==> config.mk <==
export PLATFORM = sky130hd
export DESIGN_NAME = shift_register
export DESIGN_NICKNAME = d
export VERILOG_FILES = /design/src/rtl/shift_register.sv
export SDC_FILE = /design/constraint.sdc
export NUM_CORES = 1
export LEC_CHECK = 0
export BUFFER_PORTS_ARGS = -buffer_cell sky130_fd_sc_hd__buf_4
export CORE_AREA = 3 3 40 42
export CTS_CLUSTER_SIZE = 10
export DETAILED_ROUTE_END_ITERATION = 8
export DIE_AREA = 0 0 43 45
export SETUP_SLACK_MARGIN = 0.1
export SLEW_MARGIN = 20
export SYNTH_ARGS = -nofsm -noshare
export SYNTH_HDL_FRONTEND = slang
export SYNTH_SLANG_ARGS = --single-unit
==> constraint.sdc <==
create_clock -name clk -period 1.6 [get_ports clk]
set_clock_uncertainty 0.2 [all_clocks]
set_input_delay 0.16 -clock clk [delete_from_list [all_inputs] [get_ports clk]]
set_output_delay 0.16 -clock clk [all_outputs]
set_load 0.02 [all_outputs]
==> src/rtl/shift_register.sv <==
// Shift register with parallel load, serial input at the LSB and serial output from the MSB.
// One register is the only state element. Each rising clk applies reset, then shift, then load, then hold.
module shift_register #(
    parameter int unsigned width = 8
) (
    input  logic             clk,
    input  logic             reset,
    input  logic             peripheralClkEdge,
    input  logic             parallelLoad,
    input  logic [width-1:0] parallelDataIn,
    input  logic             serialDataIn,
    output logic [width-1:0] parallelDataOut,
    output logic             serialDataOut
);

    logic [width-1:0] shiftReg;
    logic [width-1:0] shiftReg_c;

    // Next-state selection. Data inputs are looked at only on the path that is taken,
    // so unknown values on data inputs that are not used cannot reach the register.
    always_comb begin
        shiftReg_c = shiftReg;
        if (peripheralClkEdge) begin
            shiftReg_c = {shiftReg[width-2:0], serialDataIn};
        end else if (parallelLoad) begin
            shiftReg_c = parallelDataIn;
        end
    end

    // Register update. A synchronous reset takes precedence over every other control.
    always_ff @(posedge clk) begin
        if (reset) begin
            shiftReg <= '0;
        end else begin
            shiftReg <= shiftReg_c;
        end
    end

    // The outputs come straight from the register, with no extra pipeline stage.
    assign parallelDataOut = shiftReg;
    assign serialDataOut   = shiftReg[width-1];

endmodule

==> impl_metrics.yaml <==
power:
  pwr_density_cell_nw_per_um2: 867
  static_leakage_power_nw: 0.267
  max-vdd-ir-drop_v: 0.000435
  report.power.total_w: 0.000488
timing:
  rsz0062_at_grt: "no"
  report.final.setup_viol: 0
  finalCritPeriodShare: 0.696
  maxSlewHeadroom: 0.865
  hold_violations: 0
  actual_slew_at_the_worst_max_slew_pin_ns: 0.201
  timing.fmax_mhz: 898
  fin_crit_ns: 1.11
  finalSetupTns_ns: 0
  final-max-slew-violation-count: 0
routing:
  sum_of_met3_wire_segment_lengths_after_detailed_routing_um: 89
  total_number_of_vias: 337
  drt-pass1-iter-count: 4
  routed-wl-met2_um: 376
  detail_route.vias_per_cell: 4.62
  routed_wl_um: 826
  route.detailed.drc: 0
  antenna_left: 0
  wire_per_inst_um: 11.3
  drt-initial-drc-count: 2
  wl_met1_um: 360
  top_layer: "met3"
floorplanning:
  floorplan.rows: 13
  height_of_the_chip_um: 45
  initial_utilization: 0.293
  core-area_um2: 1280
  num_io_pins: 22
  die_w_um: 43
  die_area_um2: 1940
status:
  status: "completed"
clock_tree:
  cts_inserted_buffers: 3
  tritoncts: "yes"
  clk_pin_slew_ns: 0.05
  clock-sinks: 8
  worst_skew_pair.late_latency_ns: 0.25
  post_cts_buffers: 0
  cts.path.max_buffers: 2
  clock_tree_root_driver_cell: "sky130_fd_sc_hd__clkbuf_4"
  cts_htree_levels: 1
cells_and_area:
  final_cells: 73
  final_core_utilization: 0.438
  largest_register_ffs: 8
  area_growth_syn_to_layout_pct: 49.5
  layout.nets: 73
  post_route_cells_drive_above_1_share: 0.431
  fillerInstances: 137
  diodes_inserted: 0
  stdcell_area_um2: 563
setup_path:
  r2r_setup_slack_ns: 0.65
  cp_cell_sequence: "buf_4"
  worstSetupStartpointType: "flop"
  worst_r2r_endpoint: "parallelDataOut[4]$_SDFFE_PP0P_"
  crit_type: "flop to output port"
  worstPathArrival_ns: 0.75
  slowest_stage: "sky130_fd_sc_hd__dfxtp_1"
  worst_path_dominant_cell_family: "flip-flops"
  r2r_start: "parallelDataOut[4]$_SDFFE_PP0P_"
  maximum_cell_stage_delay_along_the_critical_path_ns: 0.35
  cp_data_required_time_ns: 1.24
  worst_r2r_path_depth: 2
  worst-path-buf-inv: 1
  crit_path_max_fanout: 3
  critical_path.endpoint_type: "output port"
global_route:
  grt_start_max_net_pins: 10
  grt_antenna_before_repair: 0
  gr-total-overflow: 0
  grt_pass1_vias: 353
  grt_first_pass_wirelength_mm: 1.49
  globalRouteTotalUtil: 0.104
run:
  drv_cap: 0
worst_hold_path:
  timing.hold.worst.start: "serialDataIn"
  timing.hold.worst_endpoint: "parallelDataOut[0]$_SDFFE_PP0P_"
  worstHoldPathCells: 3
  worstHoldPathType: "input pin to flop"
yosys:
  netlist_cell_types: 8
  synth-seq-cells: 8
  netlist_area_um2: 377
  synthesis.instances: 36
  ys_seq_area_frac: 0.425
  mappedNetlistNets: 49
  average_size_of_a_mapped_cell_um2: 10.5
  ys_warn_count: 0
place:
  placement.io_buffers: 21
  postPlaceCellArea_um2: 531
  post-place-cells: 69
  place_congestion: 0.662
## logic make-up after synthesis
group                  Yosys count  synth area share
buffers and inverters            4            0.0698
flip-flops                       8             0.425
multiplexers                     8             0.213
AND/OR/NAND/NOR                  8             0.133
AO/OA/AOI/OAI                    8             0.159
## worst register-to-register path: cells and delay by family, from the launching register on
family	cells	cell delay [ns]
flops	1	0.34
compound gates	1	0.24
mux	1	0.07
## power by group
part,switching (W),internal [W]
sequential,0.0000104,0.000214
combinational,0.0000537,0.0000613
clock,0.0000631,0.0000855
## repair_timing
action	in CTS	in global routing
hold buffers	1	0
endpoints found under the hold margin	8	0
gates resized for setup	0	0
## cell usage after synthesis
cell,number,share of area
sky130_fd_sc_hd__mux2i_1,8,0.21
sky130_fd_sc_hd__buf_1,1,0.010
sky130_fd_sc_hd__dfxtp_1,8,0.43
sky130_fd_sc_hd__buf_6,1,0.030
sky130_fd_sc_hd__inv_2,1,0.010
sky130_fd_sc_hd__buf_4,1,0.020
sky130_fd_sc_hd__nor2b_1,8,0.13
sky130_fd_sc_hd__a211oi_1,8,0.16
## cell usage in the layout, fill, tap and decap left out, drive strengths merged
cell type     n
inv           1
mux2i         8
buf          21
dlygate4sd3   1
nor2b         8
dfxtp         8
a211oi        8
clkbuf        3
## final cells by class
type | count | area (um^2) | area share
timing repair buffer | 22 | 168 | 0.298
clock buffer | 3 | 22.5 | 0.0400
inverter | 1 | 3.75 | 0.00667
sequential | 8 | 160 | 0.284
multi-input combinational | 24 | 190 | 0.338
tap | 15 | 18.8 | 0.0333
## per-layer routing
metal  vias to the layer above  track usage
li1                        172            -
met1                       148        0.122
met2                        17        0.168
met3                         0       0.0598
met4                         0       0.0181
met5                         -            0
## metrics by stage
stage / hold WS, ns / setup WS [ns]
5_1_grt: 0.0153 / 0.418
6_report: 0.0172 / 0.487
3_5_place_dp: 0.203 / 0.629
2_1_floorplan: 0.151 / 0.579
4_1_cts: 0.0162 / 0.480
3_3_place_gp: 0.204 / 0.623
## how the worst max path moves through the flow
stage,to,start,depth (start not counted),slack (ns)
after floorplan,parallelDataOut[7]$_SDFFE_PP0P_,parallelDataOut[7]$_SDFFE_PP0P_,2,0.58
after global placement,parallelDataOut[4]$_SDFFE_PP0P_,parallelLoad,3,0.62
after detailed placement,parallelDataOut[2]$_SDFFE_PP0P_,parallelLoad,3,0.63
after CTS,parallelDataOut[3],parallelDataOut[3]$_SDFFE_PP0P_,1,0.48
after global routing,parallelDataOut[4]$_SDFFE_PP0P_,reset,3,0.42
final,parallelDataOut[5],parallelDataOut[5]$_SDFFE_PP0P_,1,0.49
Note: power is estimated with default switching activity, not from simulation.
